--- src/rtl/ch2_div_ctrl.sv ---
// ch2_div_ctrl: run/stop sequencer, tap select and boundary tick for a 4-stage clock-enable divider.
// Define CH2_DIV_CTRL_ONESHOT_EN to make each run stop at its first tap boundary.
module ch2_div_ctrl #(
    parameter int SELW = 2,
    localparam int WIDTH = 2 ** SELW
) (
    input  logic            clk,
    input  logic            rst_n,
    input  logic            start,
    input  logic            stop,
    input  logic [SELW-1:0] sel,
    input  logic            load,
    output logic            load_ack,
    output logic [WIDTH-1:0] q,
    output logic            tick,
    output logic            busy,
    output logic [SELW-1:0] asel
);
    typedef enum logic [1:0] {IDLE, RUN, STOPPING} state_t;
    state_t state, state_n;
    logic [WIDTH-1:0] q_n, tap_mask;
    logic b, apply;
    // Low asel+1 bits of q form the active tap; all ones there marks its boundary.
    assign tap_mask = ~({WIDTH{1'b1}} << asel << 1);
    assign b = (state != IDLE) && ((q & tap_mask) == tap_mask);
    // A request held through its own ack cycle is not seen twice.
    assign apply = load && !load_ack && (state == IDLE || b);
    always_comb begin
        state_n = state;
        q_n = q + 1'b1;
        if (state == IDLE) begin
            q_n = '0;
            if (start && !stop) state_n = RUN;
        end else if (state == RUN) begin
            if (stop) state_n = STOPPING;
`ifdef CH2_DIV_CTRL_ONESHOT_EN
            if (b) begin
                q_n = '0;
                state_n = IDLE;
            end
`endif
        end else if (b) begin
            q_n = '0;
            state_n = IDLE;
        end else if (start && !stop) begin
            state_n = RUN;
        end
    end
    always_ff @(posedge clk) begin
        if (!rst_n) begin
            state <= IDLE;
            q <= '0;
            asel <= '0;
            tick <= 1'b0;
            load_ack <= 1'b0;
            busy <= 1'b0;
        end else begin
            state <= state_n;
            q <= q_n;
            tick <= b;
            load_ack <= apply;
            busy <= state_n != IDLE;
            if (apply) asel <= sel;
        end
    end
endmodule
--- config.mk ---
export PLATFORM = sky130hd
export DESIGN_NAME = ch2_div_ctrl
export DESIGN_NICKNAME = d
export VERILOG_FILES = /design/src/rtl/ch2_div_ctrl.sv
export SDC_FILE = /design/constraint.sdc
export NUM_CORES = 1
export LEC_CHECK = 0
export CORE_AREA = 5 5 42 44
export CTS_CLUSTER_DIAMETER = 60
export DETAILED_ROUTE_END_ITERATION = 12
export DIE_AREA = 0 0 47 49
export GPL_ROUTABILITY_DRIVEN = 0
export PLACE_DENSITY = 0.67
export SYNTH_ARGS = -nofsm -noshare
export SYNTH_HDL_FRONTEND = slang
export SYNTH_SLANG_ARGS = --single-unit
--- constraint.sdc ---
create_clock -name clk -period 1.71 [get_ports clk]
set_input_delay 0.342 -clock clk [delete_from_list [all_inputs] [get_ports clk]]
set_output_delay 0.342 -clock clk [all_outputs]
set_load 0.01 [all_outputs]
==> run metrics, run 1 <==
status=complete, no violations; htree depth=1; Die ar.=2300 um^2; CP Launch Point=q[2]$_SDFF_PP0_; Setup TNS=0 ps; Fmax=635 MHz; DRC=0; number of antenna repair diodes=0; antenna-violating nets left=0; first-pass GRT wire length=1510 um; Tcrit/Tclk final=92.1%; Setup crit end kind=output pin; Clock Skew=4.88 ps; # hold bufs at CTS=0; WP buf/inv=1; number of synthesized register bits=11; clock sink count=11; crit path DAT=1230 ps; global route overflow=0; Pwr Density=789 nW/um^2; net switching share of the total power=24.9%; layout cells sized above 1=8.57%; CP top delay family=buffers and inverters; placed cells=82; via count=435; Final Hold Fails=0; register area share after synthesis=44.7%; Max clock buf depth=2; Root Buffer=clkbuf_4; final number of setup-violating endpoints=0; Commonest cells post-synth=11 x dfxtp_1, 8 x nand2_1, 5 x a211oi_1, 5 x inv_1, 3 x a21oi_1; Synth cell types=23; Top FF cell, synth=dfxtp_1; area leader, netlist=dfxtp_1; Sw Pwr=134 uW; yosys warns=0; peak per-stage delay on the critical path=560 ps; Slew Limit Fails=0; Avg Inst Size Synth=9.48 um^2; DR vias/cell=5.06; Clock Pin Slew Worst Setup and Hold Paths=70 ps; Synth top area share=44.7%; Worst EP required=1370 ps; synth top area cells=dfxtp_1 45%, a211oi_1 7.6%, nand2_1 6.1%; most common cell in the synthesized netlist=dfxtp_1; minimum clock period=1580 ps; vias in the first global route=355; final wirelength=1010 um; Worst-Margin Slew=360 ps; antenna violations before repair=0; FFs w/ async S/R, synth=0%; num rows=14; critical path type=reg -> out; Static Leak=0.000256 uW; Critical Path Fanout Max=4; die height=49 um; clk_lat worst skew=270 ps; Die Width=47 um; Cell Chain, Critical Path=clkdlybuf4s50_1; largest net degree at the start of global routing=11; Worst R2R Start=q[2]$_SDFF_PP0_; VDD IR max=0.415 mV; crit path launch type=flop; Rel. slew slack=76.0%; sequential share of power=51.8%; CP max-delay cell=clkdlybuf4s50_1; drt initial violations=3; fin cells=86; RSZ-0062 raised after global routing=false; Hold Crit Start=q[0]$_SDFF_PP0_; Post-synth EDFFs=0; initial cell density of the core=35.2%; TritonCTS buffer count=3; TritonCTS clock tree=built; I/O Buffers=15; combinational share of power=14.6%; Synth-to-Final Area Change=37.8%; drt pass-1 iters=4; Syn Std Cell Area=493 um^2; cells after synthesis=52; final net count=79; drt wl/cell=11.7 um; synthesized net count=60; Top Ports=16; Internal=402 uW; Clock power frac=33.6%; overall routing resource usage=9.53%; Core Area=1400 um^2; Hold WC Path Type=reg -> reg; placed wire-length estimate=721 um; maxcap violations=0
cells in the final DEF (no fill, tap or decap):
cell / count
clkdlybuf4s50_1: 15
xnor2_1: 1
inv_1: 5
a21oi_1: 3
nand2b_1: 1
dfxtp_1: 10
dfxtp_2: 1
ha_1: 1
nand3b_1: 1
o221ai_1: 1
a21bo_1: 1
o21ai_1: 1
a21boi_0: 1
nor3_1: 1
or2_4: 1
xor2_1: 1
a2111oi_4: 1
nor2_1: 2
nand3_1: 1
clkbuf_4: 3
a211oi_1: 5
and2_1: 1
mux2i_1: 2
clkbuf_1: 1
o21ai_0: 1
nand2_1: 8
through the flow:
stage / utilization (%) / cell area (um^2) / setup slack (ps) / hold WS, ps / power [uW]
2_1_floorplan: - / 493 / 349 / 464 / 323
3_3_place_gp: 46.5 / 652 / 276 / 487 / 361
5_1_grt: 48.5 / 679 / 82.9 / 516 / 560
4_1_cts: 48.4 / 678 / 73.6 / 494 / 540
6_report: 48.5 / 679 / 134 / 489 / 536
3_5_place_dp: 46.5 / 652 / 267 / 475 / 361
final timing paths:
kind | end | slack [ps] | depth (start not counted)
max | q[2] | 130 | 1
min | q[0]$_SDFF_PP0_ | 490 | 1
max reg2reg | asel[1]$_SDFFE_PN0P_ | 290 | 4
min reg2reg | q[0]$_SDFF_PP0_ | 490 | 1
registers in the layout, indices dropped and copies added (netlist names):
signal / flops
asel: 2
busy: 1
load_ack: 1
q: 4
state: 2
tick: 1
cell families (layout without fill, tap and decap cells):
family	count (synthesis)	count (layout)	share of synthesized area [%]
mux	2	2	4.06
xor+xnor	2	2	3.55
simple gates	16	16	15.5
fa+ha+maj	1	1	2.54
compound gates	14	14	23.6
buf+inv	6	24	6.09
flops	11	11	44.7
routing by layer:
metal | track usage [%] | part of all wire [%]
met2 | 11.8 | 44
met4 | 8.29 | 3.9
met5 | 0 | 0
met1 | 12.0 | 44
met3 | 4.06 | 8.4
power groups by stage:
stage                     Combinational (uW)  Clock, uW  Sequential (uW)
after floorplan                         38.8          0              285
after global placement                  77.8          0              284
after detailed placement                78.3          0              283
after CTS                               79.0        184              277
after global routing                    85.2        196              280
final                                   78.2        180              278
layout make-up:
class,instances,area [um^2]
Multi-Input combinational cell,35,243
Inverter,5,18.8
Tap cell,16,20.0
Timing Repair Buffer,15,150
Sequential cell,11,221
Clock buffer,4,26.3
Fill cell,152,722
what timing repair did:
item	in CTS	in global routing
setup endpoints to repair	0	1
buffers inserted	0	0
resized for setup	0	1
Power figures use the tool's default switching activity.
==> run 2: changes to the inputs <==
- REMOVE_ABC_BUFFERS: default -> 1
==> run metrics, run 2 (synthesis results as in run 1) <==
status=complete, no violations; Root Buffer=clkbuf_4; critical path type=reg -> out; final net count=79; maxcap violations=0; final wirelength=986 um; antenna-violating nets left=0; leading cell type in the layout, fill and taps excluded=clkdlybuf4s50_1; Setup TNS=0 ps; Slew Limit Fails=0; Max clock buf depth=2; placed wire-length estimate=732 um; Pwr Density=784 nW/um^2; RSZ-0062 raised after global routing=false; Final Hold Fails=0; VDD IR max=0.461 mV; CP top delay family=buffers and inverters; antenna violations before repair=0; DRC=0; clock sink count=11; drt wl/cell=11.5 um; Pwr Total=532 uW; Cell Chain, Critical Path=clkdlybuf4s50_1; via count=410; first-pass GRT wire length=1570 um; Worst EP required=1370 ps; global route overflow=0; htree depth=1; crit path DAT=1280 ps; Worst-Margin Slew=354 ps; register with the most flip-flops=q; post-CTS resize count=0; drt initial violations=8; num rows=14; Top Ports=16; TritonCTS clock tree=built; largest registers=q: 4 flops, asel: 2 flops, state: 2 flops; drt pass-1 iters=2; minimum clock period=1620 ps; CP max-delay cell=clkdlybuf4s50_1; Synth-to-Final Area Change=37.6%; Die ar.=2300 um^2; crit path launch type=flop; Hold WS=496 ps; Clock Pin Slew Worst Setup and Hold Paths=70 ps; TritonCTS buffer count=3; WP buf/inv=1; Setup crit end kind=output pin; most frequent cells in the layout=15 x clkdlybuf4s50_1, 11 x dfxtp_1, 8 x nand2_1; Die Width=47 um; max reg flops=4; overall routing resource usage=9.73%; layout cells sized above 1=7.14%; Hold WC Path Type=reg -> reg; Rel. slew slack=76.3%; die height=49 um; I/O Buffers=15; clk_lat worst skew=260 ps; # hold bufs at CTS=0; Tcrit/Tclk final=94.9%; peak per-stage delay on the critical path=580 ps; vias in the first global route=355; Fmax=616 MHz; Critical Path Fanout Max=6; Clock Skew=0.744 ps; Core Area=1400 um^2; largest net degree at the start of global routing=11; initial cell density of the core=35.2%; Static Leak=0.000256 uW; number of antenna repair diodes=0; DR vias/cell=4.77; Post-CTS Repair Setup Buffers=0; final number of setup-violating endpoints=0
[run 2: cell counts in the layout (fill, tap and decap cells not counted)]
Identical to the previous run, type by type.
[run 2: routing by layer]
layer | global-route usage [%] | vias up | routed length [um]
li1 | - | 220 | -
met1 | 13.2 | 176 | 453
met2 | 11.1 | 12 | 434
met3 | 4.06 | 2 | 82
met4 | 8.29 | 0 | 16
met5 | 0 | - | 0
[run 2: power by group]
group	leakage (uW)	internal [uW]	switching, uW	total [uW]
combinational	0.000151	45.0	33.2	78.2
sequential	0.0000897	267	10.8	277
clock	0.0000150	90.2	86.0	176
total	0.000256	402	130	532
[run 2: area by class of cell]
cell class | count | area [um^2]
clock buffer | 4 | 26.3
tap | 16 | 20.0
multi-input combinational | 35 | 243
sequential | 11 | 220
timing repair buffer | 15 | 150
inverter | 5 | 18.8
fill | 142 | 723
[run 2: tightest hold or removal path, cell delays in order, from the launching register on]
cell and delay, ps:
dfxtp_1 330, nand2_1 60, mux2i_1 50
[run 2: final timing paths]
path                            slack, ps                    to            startpoint  depth (start not counted)
worst max-delay path                   90                  q[1]       q[1]$_SDFF_PP0_                          1
worst min-delay path                  500  asel[1]$_SDFFE_PN0P_  asel[1]$_SDFFE_PN0P_                          2
worst max register to register        250  asel[1]$_SDFFE_PN0P_       q[1]$_SDFF_PP0_                          4
worst min register to register        500  asel[1]$_SDFFE_PN0P_  asel[1]$_SDFFE_PN0P_                          2
[run 2: per-stage QoR]
step	cells	instance area, um^2	worst slack (ps)	util (%)
CTS	86	678	86.2	48.4
detailed placement	82	652	264	46.5
global placement	82	652	277	46.5
global route	86	678	12.3	48.4
finish	86	678	87.2	48.4
floorplan	51	482	349	-
==> run 3: changes to the inputs <==
- CAP_MARGIN: default -> 25
==> results of run 3 <==
No change in the layout: final DEF, timing and power equal those of run 2.
==> RTL edit (settings of run 1) <==
Make the reset (`rst_n`) asynchronous in one clocked block.
--- a/src/rtl/ch2_div_ctrl.sv
+++ b/src/rtl/ch2_div_ctrl.sv
@@ -48,3 +48,3 @@
     end
-    always_ff @(posedge clk) begin
+    always_ff @(posedge clk or negedge rst_n) begin
         if (!rst_n) begin
Formal check against the unedited RTL: differs if rst_n is asserted again (counterexample within 4 cycles, from zero or initial values and one cycle with rst_n low); with rst_n held inactive, the same outputs for 10 cycles.
==> RTL edit against run 1 <==
  * Cell area increased by 7.2%
  * Count of clock-buffer cells in the layout did not move
  * Synthesized cell count shrank 12%
  * Worst setup slack worse by 0.063 ns
  * Synthesized area increased by 4.8%
  * Critical path depth stayed put
  * Sequential cell count unchanged
  * Global-route usage grew 1.9 points
  * Wire length is 13% higher
  * Register-to-register slack better by 0.12 ns
  * Largest cell class is now registers
Power is not compared: it rests on default switching activity, and its combinational part moved more than twofold at a synthesized area within 25%.
==> RTL edit: results (changes against run 1) <==
stage,metric,value,unit,change
synthesis,fraction of the yosys area taken by sequential cells,53.3,%,+8.6 points
layout,NumNets Final,76,,-3.8%
synthesis,syn_nets,54,,-10%
setup_path,Crit Path Max Fanout,5,,+1
layout,Seq area share,37.8,%,+5.2 points
sta,Hold Worst Slack,0.405,ns,-0.0848 ns
layout,Multi-input gate area,238,um2,-2.1%
layout,ratio of cells with drive above 1 in the final layout,14.9,%,+6.4 points
layout,NonClk Buf Share,22.7,%,+0.58 points
layout,invs w/o clock,1,,-4
status,status,finished clean,,
detailed_routing,Routed Wire Length,1140,um,+13%
detailed_routing,initial drt markers,14,,+11
synthesis,commonest cells in the netlist,"dfrtp_1 (11), nor2_1 (5), a21oi_1 (3)",,
setup_path,WP data arrival,1.30,ns,+0.07 ns
synthesis,synth top area cells,"dfrtp_1 (53%), nor2_1 (3.6%), a21oi_1 (2.9%), ha_1 (2.4%), nand2b_1 (2.4%)",,
layout,seq_cells,11,,unchanged
setup_path,worst reg2reg setup slack,0.41,ns,+0.12 ns
layout,flip-flop and latch area,275,um2,+24%
layout,clock network share of area,3.61,%,-0.26 points
sta,Slew HR,66.6,%,-9.4 points
layout,count of filler cells inserted in the layout,143,,-5.9%
synthesis,Yosys cell types,26,,+13%
synthesis,predominant post-synthesis flop cell,dfrtp_1,,
global_routing,GRT Total Usage,11.5,%,+1.9 points
setup_path,reg2reg end,state[1]$_DFF_PN0_,,
global_routing,pin count of the biggest net entering global routing,12,,+1
layout,bufs w/o clock,17,,+2
synthesis,"Avg Cell Area, Syn",11.2,um2,+18%
-- RTL edit: changes by cell type after synthesis, moves of 2 or more --
| cell | delta |
|---|---|
| nand2_1 | -8 |
| a211oi_1 | -4 |
| dfxtp_1 | -11 |
| mux2i_1 | -2 |
| inv_1 | -4 |
| nor2b_1 | +2 |
| dfrtp_1 | +11 |
| nor2_1 | +3 |
-- RTL edit: cells by family after synthesis --
family | after synthesis | share of synthesized area, %
AOI/OAI and AO/OA | 13 | 20.3
xor gates and xnor gates | 2 | 3.39
adders and majority gates | 1 | 2.42
buffers and inverters | 1 | 0.726
DFF | 11 | 53.3
and+or+nand+nor | 18 | 19.9
-- RTL edit: layer usage --
| metal | track usage, % | share of wire [%] | up-vias |
|---|---|---|---|
| li1 | - | - | 208 |
| met1 | 16.1 | 50 | 206 |
| met2 | 15.4 | 43 | 13 |
| met3 | 4.80 | 6.2 | 2 |
| met4 | 4.15 | 0.88 | 0 |
| met5 | 0 | 0 | - |
